[src/rtl/counter_updown_mod_if.sv]
// Control and status bundle for counter_updown_mod. The master drives the
// controls and limits; the slave (the counter) returns the count and flags.
interface counter_updown_mod_if #(
  parameter int WIDTH  = 6,
  parameter int WRAP_W = 4
);
  logic              clr;
  logic              ld;
  logic [WIDTH-1:0]  ld_val;
  logic              cnt_en;
  logic              up_dn;
  logic              sat;
  logic [WIDTH-1:0]  lo_lim;
  logic [WIDTH-1:0]  hi_lim;
  logic [WIDTH-1:0]  cnt;
  logic              tc;
  logic              wrap_p;
  logic [WRAP_W-1:0] wrap_cnt;
  logic              cfg_err;

  modport master (
    output clr, ld, ld_val, cnt_en, up_dn, sat, lo_lim, hi_lim,
    input  cnt, tc, wrap_p, wrap_cnt, cfg_err
  );

  modport slave (
    input  clr, ld, ld_val, cnt_en, up_dn, sat, lo_lim, hi_lim,
    output cnt, tc, wrap_p, wrap_cnt, cfg_err
  );
endinterface

[src/rtl/counter_updown_mod.sv]
// Up/down modulo counter over a programmable window [lo_lim, hi_lim] with
// wrap or saturate mode, terminal-count flag, wrap pulse and wrap counter.
module counter_updown_mod #(
  parameter int               WIDTH   = 6,
  parameter logic [WIDTH-1:0] RST_VAL = {WIDTH{1'b0}},
  parameter int               WRAP_W  = 4
) (
  input logic                 clk,
  input logic                 rst,
  counter_updown_mod_if.slave bus
);

  localparam logic [WRAP_W-1:0] WRAP_MAX = {WRAP_W{1'b1}};

  logic [WIDTH-1:0]  r_cnt;
  logic              r_wrap_p;
  logic [WRAP_W-1:0] r_wrap_cnt;

  logic              w_cfg_ok;
  logic              w_at_lim;
  logic [WIDTH-1:0]  w_next;
  logic              w_wrap;
  logic              w_tc;

  assign w_cfg_ok = (bus.lo_lim <= bus.hi_lim);

  // Limit detection: at-or-beyond the limit in the current direction, which
  // also covers out-of-window values so +1/-1 never overflows.
  always_comb begin
    w_at_lim = 1'b0;
    if (bus.up_dn) begin
      w_at_lim = (r_cnt >= bus.hi_lim);
    end else begin
      w_at_lim = (r_cnt <= bus.lo_lim);
    end
  end

  // Next count value and wrap decision for one enabled step.
  always_comb begin
    w_next = r_cnt;
    w_wrap = 1'b0;
    case ({w_at_lim, bus.sat, bus.up_dn})
      3'b000, 3'b010: w_next = r_cnt - {{(WIDTH-1){1'b0}}, 1'b1};
      3'b001, 3'b011: w_next = r_cnt + {{(WIDTH-1){1'b0}}, 1'b1};
      3'b100: begin
        w_next = bus.hi_lim;
        w_wrap = 1'b1;
      end
      3'b101: begin
        w_next = bus.lo_lim;
        w_wrap = 1'b1;
      end
      3'b110: w_next = bus.lo_lim;
      3'b111: w_next = bus.hi_lim;
      default: begin
        w_next = r_cnt;
        w_wrap = 1'b0;
      end
    endcase
  end

  // Terminal count is deliberately not gated by ld/clr.
  always_comb begin
    w_tc = 1'b0;
    if (bus.cnt_en && w_cfg_ok) begin
      w_tc = w_at_lim;
    end else begin
      w_tc = 1'b0;
    end
  end

  // Count state, wrap pulse and saturating wrap counter, priority clr > ld > step.
  always_ff @(posedge clk or posedge rst) begin
    if (rst) begin
      r_cnt      <= RST_VAL;
      r_wrap_p   <= 1'b0;
      r_wrap_cnt <= {WRAP_W{1'b0}};
    end else if (bus.clr) begin
      r_cnt      <= RST_VAL;
      r_wrap_p   <= 1'b0;
      r_wrap_cnt <= {WRAP_W{1'b0}};
    end else if (bus.ld) begin
      r_cnt    <= bus.ld_val;
      r_wrap_p <= 1'b0;
    end else if (bus.cnt_en && w_cfg_ok) begin
      r_cnt    <= w_next;
      r_wrap_p <= w_wrap;
      if (w_wrap && (r_wrap_cnt != WRAP_MAX)) begin
        r_wrap_cnt <= r_wrap_cnt + {{(WRAP_W-1){1'b0}}, 1'b1};
      end
    end else begin
      r_wrap_p <= 1'b0;
    end
  end

  assign bus.cnt      = r_cnt;
  assign bus.wrap_p   = r_wrap_p;
  assign bus.wrap_cnt = r_wrap_cnt;
  assign bus.tc       = w_tc;
  assign bus.cfg_err  = ~w_cfg_ok;

endmodule

[src/flat_wrapper.sv]
// flat-port wrapper written by rule: the top's interface ports become plain ports
module counter_updown_mod_flat 
#(
  parameter int               WIDTH   = 6,
  parameter logic [WIDTH-1:0] RST_VAL = {WIDTH{1'b0}},
  parameter int               WRAP_W  = 4
)
  (clk, rst, bus_clr, bus_ld, bus_ld_val, bus_cnt_en, bus_up_dn, bus_sat, bus_lo_lim, bus_hi_lim, bus_cnt, bus_tc, bus_wrap_p, bus_wrap_cnt, bus_cfg_err);
  counter_updown_mod_if #(.WIDTH(WIDTH), .WRAP_W(WRAP_W)) bus_i ();
  input logic clk;
  input logic rst;
  input wire logic [$bits(bus_i.clr)-1:0] bus_clr;
  input wire logic [$bits(bus_i.ld)-1:0] bus_ld;
  input wire logic [$bits(bus_i.ld_val)-1:0] bus_ld_val;
  input wire logic [$bits(bus_i.cnt_en)-1:0] bus_cnt_en;
  input wire logic [$bits(bus_i.up_dn)-1:0] bus_up_dn;
  input wire logic [$bits(bus_i.sat)-1:0] bus_sat;
  input wire logic [$bits(bus_i.lo_lim)-1:0] bus_lo_lim;
  input wire logic [$bits(bus_i.hi_lim)-1:0] bus_hi_lim;
  output wire logic [$bits(bus_i.cnt)-1:0] bus_cnt;
  output wire logic [$bits(bus_i.tc)-1:0] bus_tc;
  output wire logic [$bits(bus_i.wrap_p)-1:0] bus_wrap_p;
  output wire logic [$bits(bus_i.wrap_cnt)-1:0] bus_wrap_cnt;
  output wire logic [$bits(bus_i.cfg_err)-1:0] bus_cfg_err;
  assign bus_i.clr = bus_clr;
  assign bus_i.ld = bus_ld;
  assign bus_i.ld_val = bus_ld_val;
  assign bus_i.cnt_en = bus_cnt_en;
  assign bus_i.up_dn = bus_up_dn;
  assign bus_i.sat = bus_sat;
  assign bus_i.lo_lim = bus_lo_lim;
  assign bus_i.hi_lim = bus_hi_lim;
  assign bus_cnt = bus_i.cnt;
  assign bus_tc = bus_i.tc;
  assign bus_wrap_p = bus_i.wrap_p;
  assign bus_wrap_cnt = bus_i.wrap_cnt;
  assign bus_cfg_err = bus_i.cfg_err;
  counter_updown_mod #(.WIDTH(WIDTH), .RST_VAL(RST_VAL), .WRAP_W(WRAP_W)) u_core (.clk(clk), .rst(rst), .bus(bus_i));
endmodule
[config.mk]
export PLATFORM = sky130hd
export DESIGN_NAME = counter_updown_mod_flat
export DESIGN_NICKNAME = d
export VERILOG_FILES = /design/src/rtl/counter_updown_mod_if.sv /design/src/rtl/counter_updown_mod.sv /design/src/flat_wrapper.sv
export SDC_FILE = /design/constraint.sdc
export NUM_CORES = 1
export LEC_CHECK = 0
export ABC_AREA = 1
export BUFFER_PORTS_ARGS = -buffer_cell sky130_fd_sc_hd__buf_4
export CORE_UTILIZATION = 30
export DETAILED_ROUTE_END_ITERATION = 7
export MAX_ROUTING_LAYER = met4
export PLACE_DENSITY = 0.53
export SLEW_MARGIN = 20
export SYNTH_ARGS = -nofsm -noshare
export SYNTH_HDL_FRONTEND = slang
export SYNTH_SLANG_ARGS = --single-unit
[constraint.sdc]
create_clock -name clk -period 5.1 [get_ports clk]
set_clock_uncertainty 0.05 [all_clocks]
set_input_delay 1.02 -clock clk [delete_from_list [all_inputs] [get_ports clk]]
set_output_delay 1.02 -clock clk [all_outputs]
set_load 0.02 [all_outputs]
Word level (Yosys, flattened, before mapping)
Index checks and enable logic that the tools add are counted.

word-level totals
  logic and storage cells = 45
  input port bits = 25
  register bits = 11

cells by class
  equal/unequal tests = 9
  magnitude comparators = 3
  multiplexer cells = 14
  $add $sub $neg = 3
  reduce and logical (&&, ||, !) cells = 12
  bitwise operators = 1

operators with widths
  operator                                                                number
  6-bit one-hot mux with 4 select lines                                   1
  6-bit two-way mux                                                       3
  4-bit two-way mux                                                       4
  3-bit equality test (second input constant)                             4
  6-bit less-or-equal comparator                                          2
  2-bit OR reduction                                                      5
  6-bit by 1-bit adder with 6-bit output (second input constant)          1
  3-bit by 2-bit equality test with 1-bit output (second input constant)  2
  6-bit greater-or-equal comparator                                       1
  1-bit two-way mux                                                       6
  6-bit by 1-bit subtractor with 6-bit output (second input constant)     1
  4-bit by 1-bit adder with 4-bit output (second input constant)          1
  4-bit inequality test (second input constant)                           1
  2-bit nonzero test                                                      2
  3-bit by 1-bit equality test with 1-bit output (second input constant)  1
  3-bit zero test                                                         1
  3-bit AND reduction                                                     1
  3-bit nonzero test                                                      1
  1-bit logical AND                                                       2
  2-bit inequality test (second input constant)                           1
  1-bit NOT                                                               1

Longest topological paths before layout
  depth after elaboration = 10
  gate-level depth with buffers = 18
  mapped depth without buffers = 18

Worst setup path after synthesis
OpenSTA, ideal clock, no wires.

  path kind = input port to output port
  start = input port bus_hi_lim[5]
  end = output port bus_tc
  slack = 2,013 ps
  data required time = 4,030 ps
  stages on the path = 8
  data arrival time = 2,017 ps
  cells stage by stage = inv_1 ha_1 nand3_1 nor2_1 nor2_2 nand2_2 nand2_8 nor2_8

on the way
  word-level cells in the longest chain between the ends = 3

RTL lines
  element                                                                              RTL line                                            RTL
  start: declaration                                                                   flat_wrapper.sv:19                                  input wire logic [$bits(bus_i.hi_lim)-1:0] bus_hi_lim;
  6-bit greater-or-equal comparator or 6-bit less-or-equal comparator (tied branches)  counter_updown_mod.sv:32, counter_updown_mod.sv:25
  1-bit two-way mux or 1-bit logical AND (tied branches)                               counter_updown_mod.sv:31, counter_updown_mod.sv:65
  1-bit two-way mux *                                                                  counter_updown_mod.sv:65                            if (bus.cnt_en && w_cfg_ok) begin
  end: declaration                                                                     flat_wrapper.sv:21                                  output wire logic [$bits(bus_i.tc)-1:0] bus_tc;

Mark *: on every way between the ends. The rest lies on a longest branch, timed or not.

Final worst setup path
Same ends and word-level chain as after synthesis.

==> results.yml <==
setup_path:
  crit_chain: "buf_4 > inv_1 > ha_1 > nand2_1 > nor2_1 > nand3_1 > nand2_1 > nand2_2 > nor2_8 > buf_4"
  r2r_cells: 16
  cp_data_required_time_ns: 4.03
  slowest_delay_ns: 0.30
  ff2ff_setup_slack_ns: 2.31
  r2r_start: "u_core.bus.cnt[0]"
  path_delay_family: "simple AND/OR/NAND/NOR gates"
  rr_endpoint: "u_core.bus.cnt[4]"
  cp-start-kind: "primary input"
  crit_path_end_kind: "output port"
  arrival_ns: 2.37
  crit_type: "in2out"
  slowest_stage: "ha_1"
  path_buf_inv: 3
  path_max_fanout: 6
timing:
  fmax_mhz: 290
  max_slew_margin_pct: 69.1
  period_minus_slack_ns: 3.44
  period_share_pct: 67.5
  fin_tns_setup_ns: 0
  drv_slew: 0
  tightestPinTransition_ns: 0.464
  hold_violations: 0
  rsz0062_at_grt: "no"
  setup_violations: 0
route:
  via_per_inst: 4.50
  postRouteAntennaNets: 0
  vias: 1441
  dr.pass1.iters: 6
  wirelength_mm: 3.67
  avgRoutedWirePerCell_um: 11.5
  route.detailed.drc: 1
  drtIter0Drc: 38
synthesis:
  async_reset_ff_share_pct: 100
  netlist_area_sq_um: 1440
  ys_ff_latch: 11
  synth_flop_cell: "dfrtp_1"
  yosysMostFrequentCell: "nand2_1"
  yosys-top-cells-count: "80 x nand2_1, 41 x inv_1, 25 x nor2_1, 23 x ha_1, 17 x nand3_1"
  syn_inst: 228
  yosysTopAreaCellShare_pct: 20.8
  synth_top_cells_by_area: "nand2_1 21%, ha_1 20%, dfrtp_1 19%"
  syn_nets: 277
  avgSynthCellArea_sq_um: 6.33
  synth_top_area_cell: "nand2_1"
  yosysSeqAreaShare_pct: 19.1
  yosys_warnings: 0
  ys_types: 24
  synth_enable_flop_cells: 0
worst_hold_path:
  hp-start: "u_core.bus.wrap_cnt[0]"
  hold_path_class: "reg2reg"
  min_to: "u_core.bus.wrap_cnt[0]"
  min_path_cells: 2
grt:
  grt_first_pass_wirelength_mm: 6.49
  grt_usage_pct: 16.6
  grt.overflow.total: 0
  antenna_found_initial: 0
  grt_max_degree: 14
  first_global_vias: 1483
place:
  gp_congestion: 0.856
  dp_hpwl_mm: 3.08
  port_buffers: 37
cts:
  htree_levels: 1
  numClockSinks: 11
  path_clk_slew_ns: 0.05
  clk_latency_ns: 0.24
  cts_tree: "yes"
  cts_setup_buffers: 0
  cts-buffers-inserted: 3
  cts_root_buf: "clkbuf_8"
  cts_buffer_depth: 2
  postCtsResizedCells: 0
  ctsHoldBuffers: 0
layout:
  fin_util_pct: 40.8
  n_antenna_cell: 0
  final_nets: 318
  syn2layout_area_growth_pct: 26.5
  drive_gt1_share_pct: 19.4
power:
  p_leak_nw: 1.10
  ir_drop_uv: 123
  powerDensity_nw_per_um2: 232
  fin_total_pwr_mw: 0.424
die:
  die_height_um: 71.4
  start_util_pct: 32.3
  fp.dieW_um: 71.4
  rows: 24
  die_area_sq_um: 5090
  ios: 38
  core_area_sq_um: 4470
flow_run:
  max_cap_violations: 0
status:
  violations: "design-rule violations"
  status: "finished, violations left"
-- sequential cells by signal, summed over array words and instances (netlist names) --
name	cells
u_core.bus.cnt	6
u_core.bus.wrap_cnt	4
u_core.bus.wrap_p	1
-- final cells by class --
type | count | area [sq um]
clock buffers | 4 | 45.0
fillers | 509 | 2650
inverters | 42 | 158
multi-input cells | 174 | 1010
flip-flops and latches | 11 | 275
well taps | 52 | 65.1
repair buffers | 37 | 278
-- cells by family after synthesis --
logic type / synth area share, %
and+or+nand+nor: 43.3
buffers and inverters: 11.3
adders and majority gates: 21.3
DFF: 19.1
AOI/OAI and AO/OA: 3.21
xor gates and xnor gates: 1.82
-- worst min-delay path: cells and delay by family (launching register included) --
kind | cells | cell delay, ns
buffers and inverters | 1 | 0.09
AOI/OAI and AO/OA | 1 | 0.06
DFF | 1 | 0.41
-- worst max-delay path by stage --
stage	slack (ns)	to	cells after the start	from
after floorplan	2.01	bus_tc	8	bus_hi_lim[5]
after global placement	1.63	bus_tc	10	bus_hi_lim[5]
after detailed placement	1.65	bus_tc	10	bus_hi_lim[5]
after CTS	1.63	bus_tc	10	bus_hi_lim[5]
after global routing	1.48	bus_tc	10	bus_hi_lim[5]
final	1.66	bus_tc	10	bus_hi_lim[5]
-- routing by layer --
metal,track usage [%],vias up,share of wire (%)
li1,-,783,-
met1,20.7,626,49
met2,27.6,27,47
met3,3.09,5,3.4
met4,4.00,0,1.1
met5,-,-,0
-- cells in the final DEF, fill, tap and decap left out --
cell      count
ha_1         23
nor2_1       25
nor2_8        1
or2_1         1
nand2_2       3
clkbuf_8      3
dfrtp_1      11
nand4_2       1
nand3_1      17
nand3_2       1
inv_1        41
nor2_2        2
clkbuf_1      1
o21ai_0       2
xnor2_1       1
a31oi_1       1
nand4_1       3
xor2_1        2
nor3_1        1
fa_1          1
inv_2         1
nor2_4        2
a21oi_1       6
buf_4        37
nand2_8       1
nand2_1      80
-- stage by stage --
stage / area [sq um] / worst slack, ns / hold WS, ns / std cells
finish: 1830 / 1.66 / 0.543 / 320
global route: 1830 / 1.48 / 0.576 / 320
CTS: 1830 / 1.63 / 0.543 / 320
detailed placement: 1780 / 1.65 / 0.530 / 316
global placement: 1780 / 1.63 / 0.542 / 316
floorplan: 1440 / 2.01 / 0.599 / 228
-- power breakdown --
part           internal, mW  switching, mW
clock network        0.0551         0.0349
logic                0.0914          0.131
registers            0.0951         0.0163
total                 0.242          0.182
Power figures use the tool's default switching activity.
